`config.mk`:
```
export PLATFORM = sky130hd
export DESIGN_NAME = even_parity_frame_receiver_flat
export DESIGN_NICKNAME = d
export VERILOG_FILES = /design/src/rtl/even_parity_frame_receiver_if.sv /design/src/rtl/even_parity_frame_receiver.sv /design/src/flat_wrapper.sv
export SDC_FILE = /design/constraint.sdc
export NUM_CORES = 1
export LEC_CHECK = 0
export CORE_ASPECT_RATIO = 1.2
export CORE_UTILIZATION = 42
export CTS_CLUSTER_DIAMETER = 40
export DETAILED_ROUTE_END_ITERATION = 7
export PLACE_DENSITY = 0.82
export SLEW_MARGIN = 15
export SYNTH_ARGS = -nofsm -noshare
export SYNTH_HDL_FRONTEND = slang
export SYNTH_SLANG_ARGS = --single-unit
```
`constraint.sdc`:
```
create_clock -name clk -period 2.3 [get_ports clk]
set_input_delay 0.46 -clock clk [delete_from_list [all_inputs] [get_ports clk]]
set_output_delay 0.46 -clock clk [all_outputs]
set_load 0.01 [all_outputs]
```
`src/rtl/even_parity_frame_receiver_if.sv`:
```
// Bus between the even-parity frame receiver and its line driver / downstream consumer.
// The master side is the receiver itself; the slave side is the bench or consuming logic.
interface even_parity_frame_receiver_if #(
  parameter int N     = 4,
  parameter int CNT_W = 8
);
  logic             rx_bit;
  logic             rx_en;
  logic             ready;
  logic [N-1:0]     data;
  logic             parity;
  logic [N:0]       parity_data;
  logic             valid;
  logic             parity_err;
  logic             frame_err;
  logic [CNT_W-1:0] err_count;

  modport master (
    input  rx_bit, rx_en, ready,
    output data, parity, parity_data, valid, parity_err, frame_err, err_count
  );

  modport slave (
    output rx_bit, rx_en, ready,
    input  data, parity, parity_data, valid, parity_err, frame_err, err_count
  );
endinterface

```
`src/rtl/even_parity_frame_receiver.sv`:
```
// Even-parity frame receiver: start, N data bits LSB first, parity, stop; checked word on valid/ready.
// Optional feature macro PARITY_ERR_CNT_EN builds the saturating errored-frame counter.
module even_parity_frame_receiver #(
  parameter int N     = 4,
  parameter int CNT_W = 8
) (
  input  logic                          clk,
  input  logic                          rst,
  even_parity_frame_receiver_if.master  rx_if
);

  localparam int              BC_W     = (N > 1) ? $clog2(N) : 1;
  localparam logic [BC_W-1:0] LAST_BIT = BC_W'(N - 1);

  typedef enum logic [2:0] {
    S_IDLE   = 3'd0,
    S_DATA   = 3'd1,
    S_PARITY = 3'd2,
    S_STOP   = 3'd3,
    S_HOLD   = 3'd4
  } state_t;

  state_t          r_state;
  state_t          w_next_state;
  logic [BC_W-1:0] r_bit_cnt;
  logic [N-1:0]    r_data;
  logic            r_parity;
  logic            r_valid;
  logic            r_parity_err;
  logic            r_frame_err;

  logic            w_start;
  logic            w_stop_strobe;
  logic            w_calc_parity_err;
  logic            w_calc_frame_err;

  // Strobe qualifiers and the error results that get latched at the stop sample.
  always_comb begin
    w_start           = 1'b0;
    w_stop_strobe     = 1'b0;
    w_calc_parity_err = 1'b0;
    w_calc_frame_err  = 1'b0;
    if (r_state == S_IDLE) begin
      w_start = rx_if.rx_en & ~rx_if.rx_bit;
    end else begin
      w_start = 1'b0;
    end
    if (r_state == S_STOP) begin
      w_stop_strobe = rx_if.rx_en;
    end else begin
      w_stop_strobe = 1'b0;
    end
    w_calc_parity_err = ^{r_parity, r_data};
    w_calc_frame_err  = ~rx_if.rx_bit;
  end

  // State register.
  always_ff @(posedge clk) begin
    if (rst) begin
      r_state <= S_IDLE;
    end else begin
      r_state <= w_next_state;
    end
  end

  // Next-state logic; cycles without rx_en leave the frame where it is.
  always_comb begin
    w_next_state = r_state;
    case (r_state)
      S_IDLE: begin
        if (w_start) begin
          w_next_state = S_DATA;
        end else begin
          w_next_state = S_IDLE;
        end
      end
      S_DATA: begin
        if (rx_if.rx_en && (r_bit_cnt == LAST_BIT)) begin
          w_next_state = S_PARITY;
        end else begin
          w_next_state = S_DATA;
        end
      end
      S_PARITY: begin
        if (rx_if.rx_en) begin
          w_next_state = S_STOP;
        end else begin
          w_next_state = S_PARITY;
        end
      end
      S_STOP: begin
        if (rx_if.rx_en) begin
          w_next_state = S_HOLD;
        end else begin
          w_next_state = S_STOP;
        end
      end
      S_HOLD: begin
        if (rx_if.ready) begin
          w_next_state = S_IDLE;
        end else begin
          w_next_state = S_HOLD;
        end
      end
      default: begin
        w_next_state = S_IDLE;
      end
    endcase
  end

  // Deserializer, parity capture and result flags; everything is frozen while in HOLD.
  always_ff @(posedge clk) begin
    if (rst) begin
      r_bit_cnt    <= {BC_W{1'b0}};
      r_data       <= {N{1'b0}};
      r_parity     <= 1'b0;
      r_valid      <= 1'b0;
      r_parity_err <= 1'b0;
      r_frame_err  <= 1'b0;
    end else begin
      case (r_state)
        S_IDLE: begin
          if (w_start) begin
            r_bit_cnt <= {BC_W{1'b0}};
          end
        end
        S_DATA: begin
          if (rx_if.rx_en) begin
            r_data[r_bit_cnt] <= rx_if.rx_bit;
            r_bit_cnt         <= r_bit_cnt + BC_W'(1);
          end
        end
        S_PARITY: begin
          if (rx_if.rx_en) begin
            r_parity <= rx_if.rx_bit;
          end
        end
        S_STOP: begin
          if (rx_if.rx_en) begin
            r_parity_err <= w_calc_parity_err;
            r_frame_err  <= w_calc_frame_err;
            r_valid      <= 1'b1;
          end
        end
        S_HOLD: begin
          if (rx_if.ready) begin
            r_valid <= 1'b0;
          end
        end
        default: begin
          r_valid <= 1'b0;
        end
      endcase
    end
  end

`ifdef PARITY_ERR_CNT_EN
  localparam logic [CNT_W-1:0] CNT_MAX = {CNT_W{1'b1}};

  logic [CNT_W-1:0] r_err_count;

  // Counts errored frames once, as they enter HOLD, and sticks at all-ones.
  always_ff @(posedge clk) begin
    if (rst) begin
      r_err_count <= {CNT_W{1'b0}};
    end else if (w_stop_strobe && (w_calc_parity_err || w_calc_frame_err)
                 && (r_err_count != CNT_MAX)) begin
      r_err_count <= r_err_count + CNT_W'(1);
    end
  end

  assign rx_if.err_count = r_err_count;
`else
  assign rx_if.err_count = {CNT_W{1'b0}};
`endif

  assign rx_if.data        = r_data;
  assign rx_if.parity      = r_parity;
  assign rx_if.parity_data = {r_parity, r_data};
  assign rx_if.valid       = r_valid;
  assign rx_if.parity_err  = r_parity_err;
  assign rx_if.frame_err   = r_frame_err;

endmodule

```
`src/flat_wrapper.sv`:
```
// flat-port wrapper written by rule: the top's interface ports become plain ports
module even_parity_frame_receiver_flat 
#(
  parameter int N     = 4,
  parameter int CNT_W = 8
)
  (clk, rst, rx_if_rx_bit, rx_if_rx_en, rx_if_ready, rx_if_data, rx_if_parity, rx_if_parity_data, rx_if_valid, rx_if_parity_err, rx_if_frame_err, rx_if_err_count);
  even_parity_frame_receiver_if #(.N(N), .CNT_W(CNT_W)) rx_if_i ();
  input  logic clk;
  input  logic rst;
  input wire logic [$bits(rx_if_i.rx_bit)-1:0] rx_if_rx_bit;
  input wire logic [$bits(rx_if_i.rx_en)-1:0] rx_if_rx_en;
  input wire logic [$bits(rx_if_i.ready)-1:0] rx_if_ready;
  output wire logic [$bits(rx_if_i.data)-1:0] rx_if_data;
  output wire logic [$bits(rx_if_i.parity)-1:0] rx_if_parity;
  output wire logic [$bits(rx_if_i.parity_data)-1:0] rx_if_parity_data;
  output wire logic [$bits(rx_if_i.valid)-1:0] rx_if_valid;
  output wire logic [$bits(rx_if_i.parity_err)-1:0] rx_if_parity_err;
  output wire logic [$bits(rx_if_i.frame_err)-1:0] rx_if_frame_err;
  output wire logic [$bits(rx_if_i.err_count)-1:0] rx_if_err_count;
  assign rx_if_i.rx_bit = rx_if_rx_bit;
  assign rx_if_i.rx_en = rx_if_rx_en;
  assign rx_if_i.ready = rx_if_ready;
  assign rx_if_data = rx_if_i.data;
  assign rx_if_parity = rx_if_i.parity;
  assign rx_if_parity_data = rx_if_i.parity_data;
  assign rx_if_valid = rx_if_i.valid;
  assign rx_if_parity_err = rx_if_i.parity_err;
  assign rx_if_frame_err = rx_if_i.frame_err;
  assign rx_if_err_count = rx_if_i.err_count;
  even_parity_frame_receiver #(.N(N), .CNT_W(CNT_W)) u_core (.clk(clk), .rst(rst), .rx_if(rx_if_i));
endmodule
```
After elaboration in Yosys (flattened, before gate mapping). Index checks and enable logic that the tools add are counted. Widths: inputs -> output; s select.

Register bits: 13. Input bits: 5. Output and inout port bits: 21. Word-level logic and storage cells: 49.

Add/sub/neg operators: 1. $lt $le $gt $ge: 2. Equality and inequality tests: 9. Multiplexer cells: 16. Bitwise operators: 3. Reduce and logical (&&, ||, !) cells: 11.

Operator list (number): $pmux 3 s5 (1); $eq 3x2->1 const B (2); $mux 1 (6); $mux 2 (3); $mux 3 (2); $ne 2x2->1 const B (3); $reduce_and 2->1 (3); $reduce_and 3->1 (2); $reduce_xor 5->1 (1); $bwmux 4 (1); $pmux 2 s2 (1); $eq 3x1->1 const B (1); $eq 3x3->1 const B (1); $logic_not 3->1 (1); $lt 2x3->1 const B (1); $pmux 1 s3 (1); $reduce_or 3->1 (1); $add 2x1->2 const B (1); $demux 1 s2 (1); $eq 2x2->1 const B (1); $ge 2x1->1 const B (1); $logic_and 1x1->1 (2); $ne 2x1->1 const B (1); $not 1->1 (2); 2 further kinds (2).

Logic depth before layout (Yosys ltp).
Depth in word-level cells: 5. Depth in mapped cells: 5. Depth with buffers taken out: 5.

Least setup slack after synthesis. OpenSTA, ideal clock, no wires.

Kind: reg2reg. Start point: register u_core.r_parity, in the netlist u_core.rx_if.parity. End point: register u_core.r_parity_err, in the netlist u_core.rx_if.parity_err. Setup time: 122 ps. Arrival: 1130 ps. Data required time: 2178 ps. Slack: 1049 ps. Stages on the path, launching flop included: 3. Buffers on the path: 0. Period minus slack after synthesis: 1251 ps. Cells stage by stage: dfxtp_1 xnor3_1 a221o_1.

Word-level cells in the longest chain between the ends: 1.

RTL lines: from (decl) (line even_parity_frame_receiver.sv:27) `logic r_parity;`; from (signal assigned) (line even_parity_frame_receiver.sv:135) `r_parity <= rx_if.rx_bit;`; $reduce_xor 5->1 (line even_parity_frame_receiver.sv:53) `w_calc_parity_err = ^{r_parity, r_data};`; to (signal assigned) (line even_parity_frame_receiver.sv:140) `r_parity_err <= w_calc_parity_err;`; to (decl) (line even_parity_frame_receiver.sv:29) `logic r_parity_err;`.

No other way between the ends. A chain may end at the register's enable or synchronous reset.

Final worst setup path.
Start point: register u_core.r_data[0], in the netlist u_core.rx_if.data[0]. End point: output rx_if_data[0].

RTL lines: from (decl) (line even_parity_frame_receiver.sv:26) `logic [N-1:0] r_data;`; from (signal assigned) (line even_parity_frame_receiver.sv:115) `r_data <= {N{1'b0}};`; from (signal, indexed assignment) (line even_parity_frame_receiver.sv:129) `r_data[r_bit_cnt] <= rx_if.rx_bit;`; to (decl) (line flat_wrapper.sv:14) `output wire logic [$bits(rx_if_i.data)-1:0] rx_if_data;`.

No word-level cell between the ends.

==> results.py <==
metrics = {
    "worst_hold_path": {
        "min_path_cells": 2,
        "hp-class": "reg -> reg",
    },
    "power_and_ir_drop": {
        "peakVddDrop_mv": 0.221,
        "leakage_nw": 0.376,
        "p_per_area_nw_per_um2": 449,
    },
    "floorplan": {
        "die-area_um2": 2120,
        "num_rows": 17,
        "die_w_um": 42.2,
        "io_pins": 26,
        "core_area_um2": 1830,
        "die_h_um": 50.3,
        "start_util_pct": 44.6,
    },
    "clocking": {
        "cts_tree": "built",
        "clkSinkCount": 13,
        "postCtsHoldBufs": 0,
        "postCtsSetupBuffers": 0,
        "cts_inserted_buffers": 3,
        "cts.clk_slew.worst_paths_ns": 0.08,
        "cts_resized": 0,
        "clock_path_buffers": 2,
        "worstSkewPairLatency_ns": 0.29,
        "clock-root-buffer": "clkbuf_4",
        "htreeDepth": 1,
    },
    "placement": {
        "dp_hpwl_um": 1080,
        "pre_cts_ws_ns": 0.488,
        "routabilityCongestion": 0.805,
        "io_buffers": 17,
    },
    "timing": {
        "finalHoldViolCount": 0,
        "max_freq_mhz": 586,
        "rsz0062_at_grt": "false",
        "setup_viol": 0,
        "totalNegativeSetupSlack_ns": 0,
        "holdWs_ns": 0.469,
        "drv_slew": 0,
        "setup_ws_ns": 0.595,
        "timing.final.crit_share_pct": 74.1,
        "fin_crit_ns": 1.71,
        "skew_ns": 0.00202,
    },
    "route": {
        "vias": 659,
        "drtPass1Iterations": 4,
        "post_drt_wl_per_cell_um": 12.5,
        "drtAntennaViolNets": 0,
        "wirelength_um": 1510,
        "drt_iter0_markers": 18,
        "routed_via_density": 5.45,
        "drc_errors": 0,
    },
    "global_route": {
        "grt_util_all_layers_pct": 16.1,
        "grt_pass1_vias": 593,
        "antenna_found_initial": 0,
        "grt-ovfl-total": 0,
        "grt_pass1_wl_um": 2540,
        "grt_max_degree": 12,
    },
    "logic_synthesis": {
        "yosysWarnings": 0,
        "synth.avg_cell_area_um2": 9.06,
        "synth_cells": 90,
        "synth_cell_type_count": 33,
        "syn_area_um2": 816,
        "yosysSeqAreaShare_pct": 31.9,
        "ys_seq_elements": 13,
    },
    "setup_path": {
        "crit_chain": "clkdlybuf4s50_1",
        "reg2reg_from": "u_core.r_state[0]",
        "cp_num_cells": 1,
        "reg2reg_to": "u_core.rx_if.data[0]",
        "worstPathArrival_ns": 1.25,
        "cp-endpoint": "rx_if_data[0]",
        "crit_start": "u_core.rx_if.data[0]",
        "end_kind": "primary output",
        "worstPathRequired_ns": 1.84,
        "max_stage_delay_ns": 0.56,
        "r2r_slack_ns": 0.98,
        "critPathLaunchType": "flop",
        "cp_num_buf_inv": 1,
        "r2r_cells": 3,
        "crit_slowest_cell": "clkdlybuf4s50_1",
        "crit_path_max_fanout": 4,
        "crit_family": "buffers and inverters",
        "crit_type": "reg -> out",
    },
    "final_layout": {
        "drive_above_1_share_pct": 8.82,
        "antenna_cells": 0,
        "mostFrequentLayoutCell": "clkdlybuf4s50_1",
        "synthToLayoutAreaGrowth_pct": 15.6,
        "nNetsFinal": 112,
        "final_cell_mix": "17 x clkdlybuf4s50_1, 13 x dfxtp_1, 9 x a21oi_1, 8 x inv_1, 8 x conb_1",
        "fin_util_pct": 51.6,
    },
    "run": {
        "cap_viol_max_count": 0,
    },
    "outcome": {
        "outcome": "finished clean",
    },
}
## per-stage QoR
stage | total power [mW] | cell area (um2) | instances
CTS | 0.428 | 943 | 121
floorplan | 0.275 | 842 | 97
global route | 0.443 | 943 | 121
detailed placement | 0.281 | 916 | 117
global placement | 0.280 | 916 | 117
finish | 0.424 | 943 | 121
## cell usage after synthesis (all sizes together)
cell	n	area share, %
nor3	3	1.8
a21oi	9	5.5
o211a	1	1.2
nand4b	1	2.9
a211oi	1	0.92
mux2i	1	1.2
o21ai	5	3.1
a221o	1	1.2
buf	16	15
nor4b	2	2.9
inv	8	3.7
and2b	2	1.8
ha	4	6.1
conb	1	0.46
xnor2	1	1.1
nand2	2	0.92
nand2b	1	0.77
or2	1	0.77
nand4	1	0.77
a31oi	1	0.77
a21boi	1	0.92
xnor3	1	2.8
o41ai	1	1.1
clkbuf	1	0.46
nand3	4	2.5
nand4bb	1	1.4
dfxtp	13	32
nor2	1	0.46
nor2b	2	1.5
and4bb	2	3.1
nor4	1	0.77
## area by class of cell
class                      count  area [um2]
clock inverter                 1        5.00
tap                           19        23.8
inverter                       8        30.0
fill                         168         886
clock buffer                   3        22.5
multi-input combinational     59         424
timing repair buffer          18         178
sequential                    13         260
## power by group
| part | switching (mW) | internal [mW] |
|---|---|---|
| registers | 0.00545 | 0.228 |
| logic | 0.0261 | 0.0180 |
| clock network | 0.0815 | 0.0647 |
## how the worst min path moves through the flow
stage | startpoint | endpoint | slack (ns)
after CTS | u_core.rx_if.frame_err | u_core.rx_if.frame_err | 0.47
final | u_core.rx_if.frame_err | u_core.rx_if.frame_err | 0.47
after global placement | u_core.rx_if.frame_err | u_core.rx_if.frame_err | 0.45
after floorplan | u_core.r_bit_cnt[1] | u_core.r_bit_cnt[1] | 0.47
after global routing | u_core.rx_if.frame_err | u_core.rx_if.frame_err | 0.50
after detailed placement | u_core.rx_if.frame_err | u_core.rx_if.frame_err | 0.46
## registers in the layout (all words and copies together) (netlist names)
register and count:
u_core.r_bit_cnt 2, u_core.rx_if.parity_err 1, u_core.rx_if.valid 1, u_core.rx_if.parity 1
u_core.r_state 3, u_core.rx_if.frame_err 1, u_core.rx_if.data 4
## kinds of logic after synthesis
kind of cell             count (synthesis)  share of synthesized area (%)
other                                    1                          0.460
multiplexers                             1                           1.23
AND/OR/NAND/NOR                         24                           22.4
AO/OA/AOI/OAI                           20                           14.7
adder cells (fa/ha/maj)                  4                           6.14
flip-flops                              13                           31.9
buffers and inverters                   25                           19.3
XOR/XNOR                                 2                           3.83
## layer usage
metal  vias up  track usage [%]  share of wire [%]
li1        318                -                  -
met1       300             16.7                 40
met2        32             27.7                 51
met3         9             2.16                4.9
met4         0             14.1                4.3
met5         -                0                  0
(Power assumes the default switching activity.)
